===== src/rtl/arb_pkg.sv =====
// Shared definitions for the 4-way round-robin arbiter: requester count,
// index width, FSM state encodings and the round-robin search helper.
package arb_pkg;

    localparam int NUM_REQ = 4;
    localparam int IDX_W   = 2;

    typedef enum logic {
        ARB_IDLE  = 1'b0,
        ARB_GRANT = 1'b1
    } arb_state_t;

    // First set bit of req searching upward from start, wrapping 3 -> 0.
    // Returns start when req is empty; callers only use it when req != 0.
    function automatic logic [IDX_W-1:0] rr_pick(
        input logic [NUM_REQ-1:0] req,
        input logic [IDX_W-1:0]   start
    );
        logic [IDX_W-1:0] idx;
        rr_pick = start;
        // Walk from the farthest candidate back to start so the closest one wins.
        for (int k = NUM_REQ - 1; k >= 0; k--) begin
            idx = start + IDX_W'(k);
            if (req[idx]) rr_pick = idx;
        end
    endfunction

endpackage


===== src/rtl/grant_decoder_2_4.sv =====
// 2-to-4 one-hot decoder with enable; all-zero output when disabled.
module grant_decoder_2_4
    import arb_pkg::*;
(
    input  logic [IDX_W-1:0]   i_idx,
    input  logic               i_en,
    output logic [NUM_REQ-1:0] o_gnt
);

    // Decode the index to a single hot bit, gated by the enable.
    always_comb begin
        o_gnt = '0;
        if (i_en) o_gnt[i_idx] = 1'b1;
    end

endmodule


===== src/rtl/rr_arbiter_4.sv =====
// Four-way round-robin arbiter. A winner keeps the grant until it drops its
// request; the grant then moves to the next requester with no idle bubble.
// Optional feature macro: RR_ARB_TIMEOUT_EN -- adds an 8-bit hold counter
// that forces a hand-off after MAX_HOLD granted cycles when others wait.
module rr_arbiter_4
    import arb_pkg::*;
#(
    parameter int MAX_HOLD = 16
) (
    input  logic               clk,
    input  logic               rst_n,
    input  logic [NUM_REQ-1:0] req,
    output logic [NUM_REQ-1:0] gnt,
    output logic [IDX_W-1:0]   gnt_idx,
    output logic               gnt_valid
);

    // MAX_HOLD must fit the 8-bit hold counter and leave room for one hold cycle.
    if (MAX_HOLD < 2 || MAX_HOLD > 255) begin : g_bad_max_hold
        $error("rr_arbiter_4: MAX_HOLD out of range 2..255");
    end

    arb_state_t         r_state, w_state_nxt;
    logic [IDX_W-1:0]   r_idx, w_idx_nxt;
    logic [IDX_W-1:0]   r_ptr, w_ptr_nxt;
    logic [NUM_REQ-1:0] w_self;
    logic [NUM_REQ-1:0] w_other_req;
    logic               w_others;
    logic               w_timeout;
    logic               w_new_grant;

    assign w_self      = NUM_REQ'(1) << r_idx;
    assign w_other_req = req & ~w_self;
    assign w_others    = |w_other_req;

`ifdef RR_ARB_TIMEOUT_EN
    localparam logic [7:0] HOLD_LIM = 8'(MAX_HOLD - 1);

    logic [7:0] r_hold, w_hold_nxt;

    // Force a hand-off only when the hold limit is reached and someone is waiting.
    assign w_timeout = (r_hold == HOLD_LIM) && w_others;

    // Hold counter: clear on each new grant, count while granted, saturate at the limit.
    always_comb begin
        w_hold_nxt = r_hold;
        if (w_new_grant)
            w_hold_nxt = '0;
        else if (r_state == ARB_GRANT && r_hold != HOLD_LIM)
            w_hold_nxt = r_hold + 8'd1;
    end

    // Hold counter register.
    always_ff @(posedge clk or negedge rst_n) begin
        if (!rst_n) r_hold <= '0;
        else        r_hold <= w_hold_nxt;
    end
`else
    assign w_timeout = 1'b0;
`endif

    // Next-state, winner selection and pointer update.
    always_comb begin
        w_state_nxt = r_state;
        w_idx_nxt   = r_idx;
        w_ptr_nxt   = r_ptr;
        w_new_grant = 1'b0;
        case (r_state)
            ARB_IDLE: begin
                if (|req) begin
                    w_state_nxt = ARB_GRANT;
                    w_idx_nxt   = rr_pick(req, r_ptr);
                    w_new_grant = 1'b1;
                end
            end
            ARB_GRANT: begin
                // Other requesters' bits are ignored unless the grantee lets go
                // (or is timed out).
                if (!req[r_idx] || w_timeout) begin
                    if (w_others) begin
                        w_idx_nxt   = rr_pick(w_other_req, r_idx + 1'b1);
                        w_new_grant = 1'b1;
                    end else begin
                        w_state_nxt = ARB_IDLE;
                    end
                end
            end
            default: w_state_nxt = ARB_IDLE;
        endcase
        if (w_new_grant) w_ptr_nxt = w_idx_nxt + 1'b1;
    end

    // State, grantee index and round-robin pointer registers.
    always_ff @(posedge clk or negedge rst_n) begin
        if (!rst_n) begin
            r_state <= ARB_IDLE;
            r_idx   <= '0;
            r_ptr   <= '0;
        end else begin
            r_state <= w_state_nxt;
            r_idx   <= w_idx_nxt;
            r_ptr   <= w_ptr_nxt;
        end
    end

    assign gnt_valid = (r_state == ARB_GRANT);
    assign gnt_idx   = r_idx;

    grant_decoder_2_4 u_dec (
        .i_idx (r_idx),
        .i_en  (gnt_valid),
        .o_gnt (gnt)
    );

endmodule


===== config.mk =====
export PLATFORM = sky130hd
export DESIGN_NAME = rr_arbiter_4
export DESIGN_NICKNAME = d
export VERILOG_FILES = /design/src/rtl/arb_pkg.sv /design/src/rtl/grant_decoder_2_4.sv /design/src/rtl/rr_arbiter_4.sv
export SDC_FILE = /design/constraint.sdc
export NUM_CORES = 1
export LEC_CHECK = 0
export ABC_AREA = 0
export BUFFER_PORTS_ARGS = -buffer_cell sky130_fd_sc_hd__buf_2
export CORE_MARGIN = 2
export CORE_UTILIZATION = 35
export CTS_CLUSTER_DIAMETER = 30
export DETAILED_ROUTE_END_ITERATION = 8
export SLEW_MARGIN = 25
export SYNTH_ARGS = -nofsm -noshare
export SYNTH_HDL_FRONTEND = slang
export SYNTH_HIERARCHICAL = 1
export SYNTH_SLANG_ARGS = --single-unit

===== constraint.sdc =====
create_clock -name clk -period 8.1 [get_ports clk]
set_input_delay 0.405 -clock clk [delete_from_list [all_inputs] [get_ports clk]]
set_output_delay 0.405 -clock clk [all_outputs]
set_load 0.01 [all_outputs]

# [After elaboration in Yosys (flattened, before gate mapping)]
# Index checks and enable logic that the tools add are counted.
[op_classes] bitwise_logic=3 add_sub_neg=8 shift=1 n_eq_ne=0 reduce_logical=3 div=0 n_lt_le_gt_ge=10 mul=0 n_mux=39
[op_table] operator="< comparator 2 x 3 -> 1 bit, second input constant" n=9
[op_table] operator="two-way mux 2 bit" n=11
[op_table] operator="binary-select mux 1 bit (select 2 bit)" n=9
[op_table] operator="two-way mux 1 bit" n=14
[op_table] operator="adder 2 x 1 -> 2 bit, second input constant" n=4
[op_table] operator="adder 2 bit, second input constant" n=4
[op_table] operator="OR reduction 4 bit" n=2
[op_table] operator="AND 4 bit" n=1
[op_table] operator="two-way mux 4 bit" n=1
[op_table] operator="NOT 4 bit" n=1
[op_table] operator="case mux 1 bit (2 select lines)" n=2
[op_table] operator="case mux 2 bit (2 select lines)" n=1
[op_table] operator="<< shifter 1 x 2 -> 4 bit, first input constant" n=1
[op_table] operator="demux 1 bit (select 2 bit)" n=1
[op_table] operator="greater-or-equal comparator 2 x 1 -> 1 bit, second input constant" n=1
[op_table] operator="logical AND 1 bit" n=1
[op_table] operator="NOT 1 bit" n=1
[word_totals] latchBits=0 rom_bits=0 out_inout_bits=7 register_bits=5 in_bits=6 ramBits=0 mem_count=0

# [Depth between registers and ports, before layout]
[depth] depth_word=13 ltp_mapped=10 depth_no_buf=8

# [Cells and area by module]
# Netlist, hierarchy kept.
[by_module_without_submodules] module="rr_arbiter_4" area_each_um2=634.4 seq_area_each_um2=125.1 cells_per_inst=76 instances=1
[by_module_without_submodules] module="grant_decoder_2_4" area_each_um2=37.5 seq_area_each_um2=0.0 cells_per_inst=4 instances=1

# [Worst setup path before layout]
# Ideal clock, no wire load.
[synth_timing] path_type="flip-flop to flip-flop" start="register r_idx[0] (netlist: gnt_idx[0])" end="register r_ptr[1]" setup_slack_ps=5325 t_arrival_ps=2693 stages_incl_launch_ff=11 t_required_ps=8018 cell_sequence="dfrtp_1 > buf_6 > clkbuf_1 > inv_1 > ha_1 > nand2b_1 > a41o_1 > a311o_1 > o31a_1 > a211o_1 > a31oi_1"
[synth_via] elab_chain_cells=13 elab_cells_between_ends=30 classes_between="add/sub: 5; shift: 1; mux: 21; bitwise: 2; reduce/logical: 1"
[synth_lines] item="from (decl)" line="rr_arbiter_4.sv:24" text="logic [IDX_W-1:0] r_idx, w_idx_nxt;"
[synth_lines] item="from (signal assigned)" line="rr_arbiter_4.sv:101" text="r_idx <= w_idx_nxt;"
[synth_lines] item="parallel branches: the longest is 13 deep, another holds adder 2 x 1 -> 2 bit"
[synth_lines] item="to (signal assigned)" line="rr_arbiter_4.sv:102" text="r_ptr <= w_ptr_nxt;"
[synth_lines] item="to (decl)" line="rr_arbiter_4.sv:25" text="logic [IDX_W-1:0] r_ptr, w_ptr_nxt;"
# Several ways; the timed one is not identified. The select of a mux whose other input is x is not followed.
# A chain may end at the register's enable or synchronous reset.

# [Worst setup path after layout]
# Same ends and word-level chain as after synthesis.

==> run_results.csv <==
group,metric,value,unit
yosys,syn_nets,90,
routing,route.detailed.drc,0,
layout,antenna_cells,0,
yosys,synthArstFlopShare,100,%
clocking,tritoncts,"built",
global_route,antenna_found_initial,0,
sta,max_freq,0.346,GHz
yosys,synth_flop_cell,"dfrtp_1",
sta,rsz0062_at_grt,"no",
layout,syn2layout_area_growth,16.2,%
routing,routed_wl,1630,um
clocking,cts_made_buffers,3,
clocking,ctsResizeCount,0,
placed_design,placed_area,744,sq um
die,ioPinCount,13,
critical_path,rrSetupSlack,5.21,ns
routing,wl_per_cell,13.7,um
yosys,synth_edf_count,0,
pwr,vdd_ir_drop_max,0.000198,V
yosys,ys_top_cells_by_area,"dfrtp_1, ha_1, and3b_1, o21ai_0, a21oi_1",
layout,fin_util,44.3,%
status,status,"completed",
sta,slew_headroom,50.4,%
yosys,ys_seq_elements,5,
yosys,yosysWarnings,6,
yosys,yosysSeqAreaShare,18.6,%
sta,fin_ws,5.21,ns
critical_path,worst_ep_arrival_time,3.05,ns
yosys,synth_commonest_cells,"inv_1, o21ai_0, a21oi_1, dfrtp_1",
sta,setup_tns,0,ns
layout,drive_above_1_share,23.4,%
routing,drtAntennaViolNets,0,
die,dieArea,0.00229,sq mm
placed_design,post-place-ws,5.24,ns
global_route,grt_pass1_vias,636,
sta,slew_viol_final,0,
layout,nFillCells,196,
sta,setup_viol,0,
layout,final_nets,105,
clocking,cts_buffer_depth,2,
clocking,htreeDepth,1,
hold_path,hp-class,"input pin to async pin",
clocking,clk_latency,0.24,ns
yosys,ys_types,37,
yosys,synth.cell_area,672,sq um
global_route,grt_use_total,16.9,%
yosys,syn_area_per_cell,8.40,sq um
sta,min_period_over_period,35.7,%
critical_path,startpoint_type,"register",
die,core_area,0.00176,sq mm
sta,period_needed,2.89,ns
placed_design,hpwl,1210,um
clocking,path_clk_slew,0.04,ns
yosys,yosysTopAreaCellShare,18.6,%
critical_path,path_class,"register to register",
die,rows,15,
routing,vias,699,
yosys,postSynthCellCount,80,
pwr,p_leak,0.000348,uW
clocking,clock-sinks,5,
yosys,yosysTopAreaCell,"dfrtp_1",
placed_design,io_buffers,12,
critical_path,cp_max_fo,25,
routing,dr.first_iter.drc_count,15,
layout,fin_area,781,sq um
flow_run,maxCapViolations,0,
global_route,grt_max_degree,26,
die,die_x,47.8,um
critical_path,worstSetupEndpointType,"register",
global_route,grt_pass1_wl,2810,um
pwr,cellPowerDensity,398,mW/mm^2
global_route,grt_overflow_total,0,
routing,drtPass1Iterations,4,
sta,skew,0.00575,ns
die,start_util,38.1,%
critical_path,cp.required,8.26,ns
routing,via_per_inst,5.87,
clocking,cts_root_buffer,"clkbuf_4",
sta,worstMarginPinSlew,0.744,ns
placed_design,gp_congestion,0.817,
die,chipHeight,47.8,um
sta,timing.final.hold_violations,0,
## through the flow
stage | cells | hold WS, ns | total power, uW
after floorplan | 80 | 0.109 | 232
after global placement | 114 | 0.222 | 280
after detailed placement | 114 | 0.222 | 280
after CTS | 119 | 0.497 | 312
after global routing | 119 | 0.500 | 346
final | 119 | 0.499 | 311
## flip-flops by register name (all words and copies together), names as in the netlist
register,count
r_ptr,2
gnt_valid,1
gnt_idx,2
## critical path, cell delays in order, from the launching register on
cell and delay [ns]:
dfrtp_1 0.81, inv_1 0.19, ha_1 0.28, nand2b_1 0.18, a41o_1 0.27, a311o_1 0.33, o31a_1 0.28, a211o_1 0.30
a31oi_1 0.16
## final cells by class
type | count | area [sq um] | area share (%)
multi-input cells | 66 | 505 | 64.7
well taps | 25 | 31.3 | 4.01
flip-flops and latches | 5 | 125 | 16.0
inverters | 6 | 22.5 | 2.88
clock buffers | 4 | 26.3 | 3.37
repair buffers | 13 | 70.1 | 8.97
## logic make-up (layout without fill, tap and decap cells)
group,count (synthesis),count (layout),synth area share [%]
compound gates,27,27,29.4
flops,5,5,18.6
fa+ha+maj,4,4,7.45
buf+inv,9,23,6.15
simple gates,31,31,30.4
mux,4,4,8.01
## layout by cell type, fill, tap and decap left out, drive strengths merged, types with 2 or more instances in the layout
master / n
a2111o: 2
a21oi: 5
a221oi: 2
and3b: 4
buf: 12
clkbuf: 4
dfrtp: 5
ha: 4
inv: 6
mux2i: 2
nand2: 2
nand2b: 4
nand3b: 3
nor2: 3
nor3: 3
nor3b: 3
o211ai: 2
o21ai: 6
o221ai: 2
or2: 3
## report_power, final
group / leakage (uW) / internal [uW] / total [uW] / switching [uW]
sequential: 0.0000559 / 37.5 / 71.8 / 34.3
combinational: 0.000277 / 102 / 211 / 109
clock: 0.0000150 / 18.6 / 28.2 / 9.60
## path summary, 6_finish.rpt
kind                         endpoint  depth (start not counted)  startpoint
setup reg to reg             r_ptr[1]                          8  gnt_idx[0]
hold reg to reg              r_ptr[0]                          2    r_ptr[0]
max in group asynchronous  gnt_idx[1]                          2       rst_n
setup / recovery             r_ptr[1]                          8  gnt_idx[0]
min in group clk            gnt_valid                          3      req[3]
hold / removal               r_ptr[1]                          2       rst_n
## routing by layer
layer / routed length [um] / GRT usage, % / up-vias
li1: - / - / 348
met1: 778 / 23.7 / 323
met2: 749 / 26.1 / 26
met3: 90 / 4.91 / 2
met4: 8 / 2.70 / 0
met5: 0 / 0 / -
## repair_timing
action / CTS / global route
endpoints found under the hold margin: 5 / 0
buffers inserted: 0 / 0
hold buffers: 1 / 0
endpoints found under the setup margin: 0 / 0
Note: power is estimated with default switching activity, not from simulation.
